--- config.mk ---
export PLATFORM = sky130hd
export DESIGN_NAME = instruction_aligner
export DESIGN_NICKNAME = d
export VERILOG_FILES = /design/src/rtl/instruction_aligner.sv
export SDC_FILE = /design/constraint.sdc
export NUM_CORES = 1
export LEC_CHECK = 0
export CAP_MARGIN = 20
export CORE_ASPECT_RATIO = 0.7
export CORE_MARGIN = 2
export CORE_UTILIZATION = 45
export CTS_CLUSTER_DIAMETER = 80
export DETAILED_ROUTE_END_ITERATION = 16
export GPL_ROUTABILITY_DRIVEN = 1
export PLACE_DENSITY = 0.73
export SYNTH_ARGS = -nofsm -noshare
export SYNTH_HDL_FRONTEND = slang
export SYNTH_SLANG_ARGS = --single-unit
--- constraint.sdc ---
create_clock -name clk -period 8 [get_ports clk]
set_input_delay 1.2 -clock clk [delete_from_list [all_inputs] [get_ports clk]]
set_output_delay 1.2 -clock clk [all_outputs]
set_load 0.03 [all_outputs]
--- src/rtl/instruction_aligner.sv ---
// Fetch-side realignment: word fetches into a 4-halfword queue, one whole RVC or
// 32-bit instruction presented per handshake, with PC tracking and redirects.
module instruction_aligner #(
    parameter logic [31:0] RESET_PC = 32'h0000_0000
) (
    input  logic        clk,
    input  logic        rst,
    output logic        fetch_req_out,
    output logic [31:0] fetch_addr_out,
    input  logic [31:0] fetch_word_in,
    input  logic        fetch_valid_in,
    input  logic        redirect_in,
    input  logic [31:0] redirect_pc_in,
    output logic [31:0] instr_out,
    output logic [31:0] instr_pc_out,
    output logic        instr_compressed_out,
    output logic        instr_valid_out,
    input  logic        instr_ready_in
);
    typedef enum logic {IDLE, WAIT} state_t;

    state_t            state_reg, state_next;
    logic [3:0][15:0]  queue_reg, queue_next;
    logic [2:0]        count_reg, count_next;
    logic [31:0]       pc_reg, pc_next;
    logic [31:0]       addr_reg, addr_next;
    logic              discard_reg, discard_next;
    logic              skip_low_reg, skip_low_next;

    logic              head_rvc;
    logic              consume;
    logic              push_word;
    logic [2:0]        pop_cnt;
    logic [2:0]        push_cnt;
    logic [2:0]        base;

    // Outputs depend only on queue registers, never on the incoming word.
    assign head_rvc             = queue_reg[0][1:0] != 2'b11;
    assign instr_valid_out      = (count_reg >= 3'd1 && head_rvc) || count_reg >= 3'd2;
    assign instr_compressed_out = instr_valid_out && head_rvc;
    assign instr_pc_out         = pc_reg;
    assign fetch_addr_out       = addr_reg;

    always_comb begin
        instr_out = 32'h0;
        if (instr_valid_out) begin
            instr_out = head_rvc ? {16'h0, queue_reg[0]} : {queue_reg[1], queue_reg[0]};
        end
    end

    assign consume   = instr_valid_out && instr_ready_in;
    assign pop_cnt   = !consume ? 3'd0 : (head_rvc ? 3'd1 : 3'd2);
    assign push_word = state_reg == WAIT && fetch_valid_in && !discard_reg && !redirect_in;
    assign push_cnt  = !push_word ? 3'd0 : (skip_low_reg ? 3'd1 : 3'd2);
    assign base      = count_reg - pop_cnt;

    // Each entry takes the shifted-down value after a pop, or a pushed half
    // landing just behind the surviving entries.
    genvar gi;
    generate
        for (gi = 0; gi < 4; gi++) begin : g_entry
            logic [15:0] shift1, shift2, entry_next;
            if (gi < 3) begin : g_s1
                assign shift1 = queue_reg[gi+1];
            end else begin : g_s1_top
                assign shift1 = queue_reg[gi];
            end
            if (gi < 2) begin : g_s2
                assign shift2 = queue_reg[gi+2];
            end else begin : g_s2_top
                assign shift2 = queue_reg[gi];
            end
            always_comb begin
                entry_next = queue_reg[gi];
                if (pop_cnt == 3'd1) begin
                    entry_next = shift1;
                end else if (pop_cnt == 3'd2) begin
                    entry_next = shift2;
                end
                if (push_word) begin
                    if (skip_low_reg) begin
                        if (base == 3'(gi)) entry_next = fetch_word_in[31:16];
                    end else if (base == 3'(gi)) begin
                        entry_next = fetch_word_in[15:0];
                    end else if (base + 3'd1 == 3'(gi)) begin
                        entry_next = fetch_word_in[31:16];
                    end
                end
            end
            assign queue_next[gi] = entry_next;
        end
    endgenerate

    always_comb begin
        state_next    = state_reg;
        fetch_req_out = 1'b0;
        addr_next     = addr_reg;
        discard_next  = discard_reg;
        skip_low_next = skip_low_reg;
        count_next    = count_reg - pop_cnt + push_cnt;
        pc_next       = pc_reg + {28'd0, pop_cnt, 1'b0};
        case (state_reg)
            IDLE: begin
                if (count_reg <= 3'd2 && !redirect_in && !rst) begin
                    fetch_req_out = 1'b1;
                    addr_next     = addr_reg + 32'd4;
                    state_next    = WAIT;
                end
            end
            WAIT: begin
                if (fetch_valid_in) begin
                    state_next   = IDLE;
                    discard_next = 1'b0;
                end
            end
            default: state_next = IDLE;
        endcase
        if (push_word) skip_low_next = 1'b0;
        // A redirect wins over any consume or push in the same cycle.
        if (redirect_in) begin
            count_next    = 3'd0;
            pc_next       = redirect_pc_in & ~32'h1;
            addr_next     = redirect_pc_in & ~32'h3;
            skip_low_next = redirect_pc_in[1];
            discard_next  = state_reg == WAIT && !fetch_valid_in;
        end
    end

    always_ff @(posedge clk) begin
        if (rst) begin
            state_reg    <= IDLE;
            queue_reg    <= '0;
            count_reg    <= 3'd0;
            pc_reg       <= RESET_PC & ~32'h1;
            addr_reg     <= RESET_PC & ~32'h3;
            discard_reg  <= 1'b0;
            skip_low_reg <= RESET_PC[1];
        end else begin
            state_reg    <= state_next;
            queue_reg    <= queue_next;
            count_reg    <= count_next;
            pc_reg       <= pc_next;
            addr_reg     <= addr_next;
            discard_reg  <= discard_next;
            skip_low_reg <= skip_low_next;
        end
    end
endmodule

## Yosys cells after proc, flatten, opt, wreduce, memory -nomap -nowiden

Index checks and enable logic that the tools add are counted.

| operators by class | value |
|---|---|
| magnitude comparators | 3 |
| $add $sub $neg | 5 |
| bitwise operators | 1 |
| muxes and demuxes | 43 |
| equal/unequal tests | 11 |
| reduce and logical (&&, ||, !) cells | 26 |

Operator list:

| kind | count |
|---|---|
| 16-bit 2-to-1 mux | 24 |
| 32-bit 2-to-1 mux | 6 |
| 32-bit by 3-bit adder with 32-bit output | 1 |
| 32-bit by 3-bit adder with 32-bit output, second input constant | 1 |
| 3-bit by 2-bit equality test with 1-bit output, second input constant | 4 |
| 2-bit nonzero test | 5 |
| 1-bit logical AND | 9 |
| 1-bit 2-to-1 mux | 8 |
| 2-bit 2-to-1 mux | 4 |
| 3-bit by 1-bit equality test with 1-bit output, second input constant | 2 |
| 3-bit zero test | 2 |
| 2-bit AND reduction | 3 |
| 1-bit zero test | 4 |
| 2-bit inequality test, second input constant | 2 |
| 3-bit by 1-bit adder with 3-bit output, second input constant | 1 |
| 3-bit by 2-bit adder with 3-bit output | 1 |
| 3-bit by 1-bit >= comparator with 1-bit output, second input constant | 1 |
| 3-bit by 2-bit >= comparator with 1-bit output, second input constant | 1 |
| 3-bit by 2-bit less-or-equal comparator with 1-bit output, second input constant | 1 |
| 3-bit AND reduction | 1 |
| 3-bit by 2-bit subtractor with 3-bit output | 1 |
| 2-bit by 1-bit equality test with 1-bit output, second input constant | 1 |
| 2-bit equality test, second input constant | 1 |
| 2-bit by 1-bit inequality test with 1-bit output, second input constant | 1 |
| 4 further kinds | 4 |

| word-level totals | value |
|---|---|
| word-level logic and storage cells | 101 |
| input bits | 69 |
| register bits after elaboration | 134 |
| output and inout port bits | 99 |

## Depth between registers and ports, before layout

Gate-level depths: netlist (run 1).

| depth | value |
|---|---|
| depth after elaboration | 12 |
| mapped depth | 18 |
| depth with buffers taken out | 14 |

## Worst setup path before layout (run 1)

No wires, ideal clock.

| path | value |
|---|---|
| path type | input -> register |
| start point | input instr_ready_in |
| end point | register queue_reg, in the netlist g_entry[0].shift2[10] |
| setup time | 0.059 ns |
| path slack | 3.683 ns |
| arrival time | 4.258 ns |
| buffers on the path | 3 |
| cell stages on the path | 15 |
| path through | nand3_2 > clkinv_1 > buf_2 > ha_1 > inv_1 > fa_1 > clkbuf_1 > inv_1 > nor2_1 > ha_1 > nor4b_1 > a31oi_1 > nor3_1 > buf_2 > a221o_1 |

| on the way | value |
|---|---|
| cells in the longest elaborated chain, start to end | 9 |

Ends and longest elaborated chain:

| what | line | text |
|---|---|---|
| from (decl) | 18 | `input logic instr_ready_in` |
| 1-bit logical AND (*) | 51 | `assign consume = instr_valid_out && instr_ready_in;` |
| 2-bit 2-to-1 mux (*) | 52 | `assign pop_cnt = !consume ? 3'd0 : (head_rvc ? 3'd1 : 3'd2);` |
| 3-bit by 2-bit subtractor with 3-bit output | 55 | `assign base = count_reg - pop_cnt;` |
| 3-bit by 1-bit adder with 3-bit output | 85 | `end else if (base + 3'd1 == 3'(gi)) begin` |
| 3-bit by 2-bit equality test with 1-bit output | 85 |  |
| 16-bit 2-to-1 mux | 85 |  |
| 16-bit 2-to-1 mux | 83 | `end else if (base == 3'(gi)) begin` |
| 16-bit 2-to-1 mux | 81 | `if (skip_low_reg) begin` |
| 16-bit 2-to-1 mux (*) | 80 | `if (push_word) begin` |
| to (signal assigned) | 140 | `queue_reg <= queue_next;` |
| to (decl) | 23 | `logic [3:0][15:0] queue_reg, queue_next;` |

Mark *: on every way between the ends. The rest lies on a longest branch, timed or not.
A chain may end at the register's enable or synchronous reset.

## Worst setup path in the final report (run 1)

| path | value |
|---|---|
| start point | input instr_ready_in |
| end point | register queue_reg[13] (netlist bit) |

| on the way | value |
|---|---|
| cells in the longest elaborated chain, start to end | 9 |

Ends and longest elaborated chain:

| what | line |
|---|---|
| 1-bit logical AND (*) | 51 |
| 2-bit 2-to-1 mux (*) | 52 |
| 3-bit by 2-bit subtractor with 3-bit output / 2-bit equality test (equally long branches) | - |
| 3-bit by 1-bit adder with 3-bit output / 16-bit 2-to-1 mux (equally long branches) | 85, 77 |
| 3-bit zero test / 16-bit 2-to-1 mux (equally long branches) | 85, 75 |
| 16-bit 2-to-1 mux | 85 |
| 16-bit 2-to-1 mux | 83 |
| 16-bit 2-to-1 mux | 81 |
| 16-bit 2-to-1 mux (*) | 80 |

Marked as above.

==> results of run 1 <==
layer usage:
| layer | up-vias | track usage | wire length (um) |
|---|---|---|---|
| met5 | - | 0 | 0 |
| met4 | 0 | 0.0727 | 156 |
| met3 | 12 | 0.0568 | 1810 |
| met2 | 295 | 0.402 | 10000 |
| met1 | 3342 | 0.402 | 11200 |
| li1 | 3479 | - | - |
critical path, cell delays in order:
cell,delay [ps]
clkdlybuf4s50_1,600
nand3_2,430
clkinv_1,170
ha_1,160
inv_1,50
fa_1,600
inv_1,210
nor2_1,70
ha_1,330
nor4bb_1,480
a31oi_2,250
nor2_1,640
a22oi_1,160
a21oi_1,170
layout by cell type, fill, tap and decap left out, drive strengths merged, types with 24 or more instances in the layout:
cell / n
nor3: 24
a21boi: 46
a21oi: 36
xor2: 32
nand2: 123
dfxtp: 131
nor2: 60
o21a: 28
nand3: 44
clkdlybuf4s50: 162
xnor2: 26
how the worst min path moves through the flow:
stage / to / slack [ps] / start
after detailed placement: g_entry[0].shift1[3] / 480 / g_entry[0].shift1[3]
after floorplan: g_entry[0].shift1[15] / 460 / g_entry[0].shift1[15]
after CTS: g_entry[0].shift1[11] / 490 / g_entry[1].shift2[11]
after global routing: g_entry[0].shift1[15] / 510 / g_entry[0].shift1[15]
after global placement: g_entry[0].shift1[15] / 480 / g_entry[0].shift1[15]
final: g_entry[0].shift1[3] / 490 / g_entry[0].shift1[3]
metrics by stage:
step / setup slack [ps] / instance area [sq um] / cells / total power, uW
final: 2800 / 9560 / 1231 / 1750
after global routing: 2440 / 9560 / 1231 / 1800
after CTS: 2830 / 9540 / 1228 / 1760
after detailed placement: 2450 / 8940 / 1196 / 962
after global placement: 2460 / 8940 / 1196 / 961
after floorplan: 3680 / 7210 / 884 / 849
Yosys cell counts (all sizes together), types with 3 or more instances:
library cell,count
a221oi,7
nor2b,20
inv,15
nand4,17
fa,3
o211ai,14
nor4,4
o311a,7
clkbuf,45
or3,5
a211oi,23
o21a,28
a221o,16
o22ai,15
nor3,24
nand2,123
and2,7
buf,18
o221ai,3
a31oi,17
nand3,44
xnor2,26
a22oi,6
dfxtp,131
mux2i,16
and4,12
xor2,32
a21boi,46
nor2,60
ha,6
and3,23
o21ai,14
a21oi,36
cell families after synthesis:
family          count (synthesis)  share of synthesized area
flops                         131                      0.364
fa+ha+maj                       9                     0.0188
compound gates                238                      0.239
buf+inv                        79                     0.0447
other cells                     1                   0.000521
xor+xnor                       58                     0.0705
simple gates                  350                      0.240
mux                            16                     0.0222
power breakdown:
group	internal (uW)	leakage (uW)	switching, uW
logic	108	0.00179	132
registers	680	0.00107	32.1
clock network	480	0.000279	316
total	1270	0.00314	480
final cells by class:
class / count / area [sq um] / share of cell area
inverters: 16 / 60.1 / 0.00628
well taps: 200 / 250 / 0.0262
flip-flops and latches: 131 / 2620 / 0.274
clock buffers: 19 / 453 / 0.0474
multi-input cells: 674 / 4290 / 0.449
clock inverters: 13 / 150 / 0.0157
repair buffers: 178 / 1740 / 0.182
==> results.txt, run 1 <==
----------------------------------------------------
[Place]
  Port Buffers ... 163
  Routability congestion estimate from global placement ... 0.846
  Detailed placer's ending HPWL ... 15600 um

[Critical path]
  Crit path launch type ... input port
  Category of the worst setup path capture point ... register
  Critical Path Fanout Max ... 17
  Worst setup slack for register-to-register paths ... 3330 ps
  Arrival time of data at the critical path endpoint ... 5530 ps
  Reg2reg end ... queue_reg[13]
  Crit path required time ... 8330 ps
  Start-to-end type of the worst setup path ... in2reg
  Cell count of the worst reg-to-reg path ... 14
  Capturing instance or port of the critical path ... queue_reg[13]
  CP Launch Point ... instr_ready_in
  Crit Reg-Reg Startpoint ... count_reg[2]

[Die]
  Placement row count ... 38
  Height of the die ... 110 um
  Core ar. ... 15600 sq um
  Starting density of the core ... 0.462
  Number of placed I/O pins ... 168
  Die outline area ... 17000 sq um
  Horizontal die dimension ... 155 um

[CTS]
  TritonCTS buffer count ... 17
  Maximum clock path buffer count ... 2
  TritonCTS clock tree ... built
  Clock Sink Count ... 131
  Number of H-tree levels ... 4
  Count of buffers added by post-CTS timing repair for setup ... 0
  Post-CTS Hold Fix Bufs ... 0
  Clock latency on the worst-skew pair ... 410 ps
  Clock root cell ... clkbuf_16
  CTS-repair resized insts ... 0
  Clock transition at the registers of the reported paths ... 70 ps

[Yosys]
  Sequential area share after synthesis ... 0.364
  Async set or reset register ratio after synthesis ... 0
  Instance count of the mapped netlist ... 882
  Count of different cell masters after synthesis ... 60
  Number of flops mapped to enable cells by yosys ... 0
  Cell types with the largest area share after synthesis ... dfxtp_1 (36%), nand2_1 (6.4%), a21boi_0 (4.5%), xor2_1 (3.9%), xnor2_1 (3.2%)
  Most used flip-flop cell after synthesis ... dfxtp_1
  Synth area leader ... dfxtp_1
  Number of flip-flops and latches in the synthesized netlist ... 131
  Fraction of synthesized cell area taken by the top area cell type ... 0.364
  Post-Synthesis Mean Instance Area ... 8.16 sq um
  Number of warning messages in the yosys log ... 0
  Post-synthesis cell area ... 7200 sq um

[Global route]
  Aggregate global-route resource usage ... 0.272
  Sum of overflow across all layers after global routing ... 0
  Antenna violations before repair ... 0
  Pin count of the biggest net entering global routing ... 63
  Number of global-route vias before repair ... 6501
  Wire length of the first global-routing pass ... 36100 um

[Outcome]
  Status ... finished clean

[Pwr]
  Peak VDD IR ... 0.129 mV
  PD cells ... 183 nW/um^2
  Reported leakage power ... 0.00314 uW

[Drt]
  Antenna Violating Nets Remaining ... 0
  Detailed router's first-iteration violation count ... 628
  Detailed-route via count ... 7128
  Vias/cell ... 5.79
  Detailed Routing Iterations Pass 1 ... 7
  DRC errors left ... 0
  Average routed wire per standard cell ... 18.8 um
  Routed wire length ... 23200 um

[STA]
  Number of endpoints with negative hold slack in the final report ... 0
  Setup repair after global routing missed its margin ... false
  Actual transition at the worst max-transition pin ... 1110 ps
  Max-slew violation count ... 0
  Final cycle utilization of the critical path ... 0.650
  Fin Setup TNS ... 0 ps
  Setup-violating endpoint count in the final report ... 0
  Achievable frequency ... 192 MHz
  Post-layout minimum cycle time ... 5200 ps
  Worst clock skew on the final layout ... 16.8 ps
  Final Hold Slack ... 495 ps
  Headroom to the max-slew limit ... 0.252

[Cells and area]
  Layout cells sized above 1 ... 0.0650
  Number of flip-flops under the largest register name ... 32
  Total Nets Final ... 1096
  Fill cell count ... 1382
  Final core utilization ... 0.613
  Area Overhead vs Synth ... 32.8%
  Diodes inserted ... 0

[Job]
  Number of max-cap violations ... 0

[Min path]
  Hold crit path type ... reg2reg
  WHS Path Cells ... 2

----------------------------------------------------
(Power assumes the default switching activity.)
==> run 2, diff against run 1 <==
PLACE_DENSITY = 0.76   (was 0.73)
clock period = 4.5 ns   (was 8 ns; I/O delays follow)
==> results.txt, run 2 (synthesis results as in run 1) <==
----------------------------------------------------
[Die]
  Die outline area ... 17000 sq um
  Placement row count ... 38
  Starting density of the core ... 0.462
  Horizontal die dimension ... 155 um
  Height of the die ... 110 um
  Number of placed I/O pins ... 168
  Core ar. ... 15600 sq um

[Cells and area]
  Leading cell type in the layout, fill and taps excluded ... clkdlybuf4s50_1
  Area Overhead vs Synth ... 34.3%
  Diodes inserted ... 0
  Highest-count cells in the layout ignoring fill and taps ... clkdlybuf4s50_1 (162), dfxtp_1 (131), nand2_1 (123)
  Layout Cells excl Fill ... 1243
  Fill cell count ... 1361
  Layout cells sized above 1 ... 0.0729
  Total Nets Final ... 1108
  Number of flip-flops under the largest register name ... 32

[CTS]
  TritonCTS clock tree ... built
  Number of H-tree levels ... 4
  Count of buffers added by post-CTS timing repair for setup ... 0
  Maximum clock path buffer count ... 2
  CTS-repair resized insts ... 0
  TritonCTS buffer count ... 17
  Clock root cell ... clkbuf_16
  Post-CTS Hold Fix Bufs ... 0
  Clock latency on the worst-skew pair ... 430 ps
  Clock transition at the registers of the reported paths ... 60 ps
  Clock Sink Count ... 131

[Global route]
  Wire length of the first global-routing pass ... 37000 um
  Pin count of the biggest net entering global routing ... 48
  Aggregate global-route resource usage ... 0.280
  Number of global-route vias before repair ... 6815
  Sum of overflow across all layers after global routing ... 0
  Antenna violations before repair ... 0

[Drt]
  Routed wire length ... 23700 um
  DRC errors left ... 0
  Detailed-route via count ... 7369
  Vias/cell ... 5.93
  Detailed router's first-iteration violation count ... 704
  Antenna Violating Nets Remaining ... 0
  Detailed Routing Iterations Pass 1 ... 8
  Average routed wire per standard cell ... 19.1 um

[STA]
  Setup repair after global routing missed its margin ... false
  Setup-violating endpoint count in the final report ... 0
  Fin Setup TNS ... 0 ps
  Headroom to the max-slew limit ... 0.239
  Achievable frequency ... 251 MHz
  Worst clock skew on the final layout ... 14.6 ps
  Max-slew violation count ... 0
  Number of endpoints with negative hold slack in the final report ... 0
  Final cycle utilization of the critical path ... 0.886
  Actual transition at the worst max-transition pin ... 1130 ps
  Post-layout minimum cycle time ... 3990 ps

[Pwr]
  Peak VDD IR ... 0.219 mV
  Internal power ... 2310 uW
  Combinational fraction of design power ... 0.137
  Flop pwr share ... 0.398
  Reported leakage power ... 0.00322 uW
  PD cells ... 330 nW/um^2
  Power share of the clock group ... 0.465
  NetSw ... 877 uW
  Sw Share ... 0.275

[Job]
  Number of max-cap violations ... 0

[Critical path]
  Crit Reg-Reg Startpoint ... count_reg[2]
  Reg2reg end ... g_entry[0].shift1[9]
  Category of the worst setup path capture point ... register
  Critical Path Fanout Max ... 19
  Start-to-end type of the worst setup path ... reg2reg
  Worst setup slack for register-to-register paths ... 510 ps
  Arrival time of data at the critical path endpoint ... 4340 ps
  Crit path launch type ... register
  Cell count of the worst reg-to-reg path ... 12
  Crit path required time ... 4850 ps

[Min path]
  Min-Delay Startpoint ... g_entry[1].shift2[11]
  WHS Path Cells ... 2
  Worst hold endpoint ... g_entry[0].shift1[11]
  Hold crit path type ... reg2reg

[Place]
  Routability congestion estimate from global placement ... 0.883
  Detailed placer's ending HPWL ... 16300 um
  Count of placed standard cells including taps ... 1210
  Port Buffers ... 163

[Outcome]
  Status ... finished clean

----------------------------------------------------
[run 2: per-stage QoR]
| stage | utilization | hold WS (ps) | setup WS [ps] | power [uW] | instance area (sq um) |
|---|---|---|---|---|---|
| after floorplan | - | 461 | 490 | 1510 | 7210 |
| after global placement | 0.579 | 490 | 396 | 1720 | 9030 |
| after detailed placement | 0.579 | 489 | 329 | 1720 | 9030 |
| after CTS | 0.620 | 498 | 664 | 3190 | 9660 |
| after global routing | 0.620 | 529 | 345 | 3290 | 9670 |
| final | 0.620 | 500 | 514 | 3190 | 9670 |
[run 2: cell type report]
type,instances,area [sq um],share of cell area
inverter,16,60.1,0.00621
clock inverter,14,190,0.0197
sequential,131,2620,0.271
tap,200,250,0.0259
clock buffer,18,439,0.0454
timing repair buffer,190,1830,0.189
multi-input combinational,674,4280,0.442
[run 2: worst max-delay path: stages (launching register included)]
cell and delay (ps):
dfxtp_1 360, or2_2 510, o21a_1 260, nand2_1 200
fa_1 490, inv_1 160, nor2_1 70, ha_1 330
and3b_1 190, a31oi_1 50, nor3_1 880, a22oi_1 230
a21oi_1 190
[run 2: worst max-delay path by stage]
stage,start,endpoint
finish,count_reg[2],g_entry[0].shift1[9]
global route,count_reg[1],g_entry[0].shift1[9]
CTS,count_reg[2],g_entry[0].shift1[9]
detailed placement,instr_ready_in,g_entry[0].shift1[9]
global placement,instr_ready_in,g_entry[0].shift1[9]
floorplan,count_reg[2],g_entry[0].shift2[10]
[run 2: routing by layer]
| layer | vias up | track usage | part of all wire |
|---|---|---|---|
| met1 | 3463 | 0.403 | 0.46 |
| met4 | 0 | 0.0767 | 0.014 |
| met2 | 366 | 0.402 | 0.42 |
| li1 | 3506 | - | - |
| met5 | - | 0 | 0 |
| met3 | 34 | 0.0895 | 0.11 |
[run 2: power groups by stage]
stage	Sequential [uW]	Clock [uW]	Combinational [uW]
floorplan	1350	0	157
global placement	1290	0	426
detailed placement	1290	0	429
CTS	1270	1490	433
global route	1270	1550	464
finish	1270	1480	437
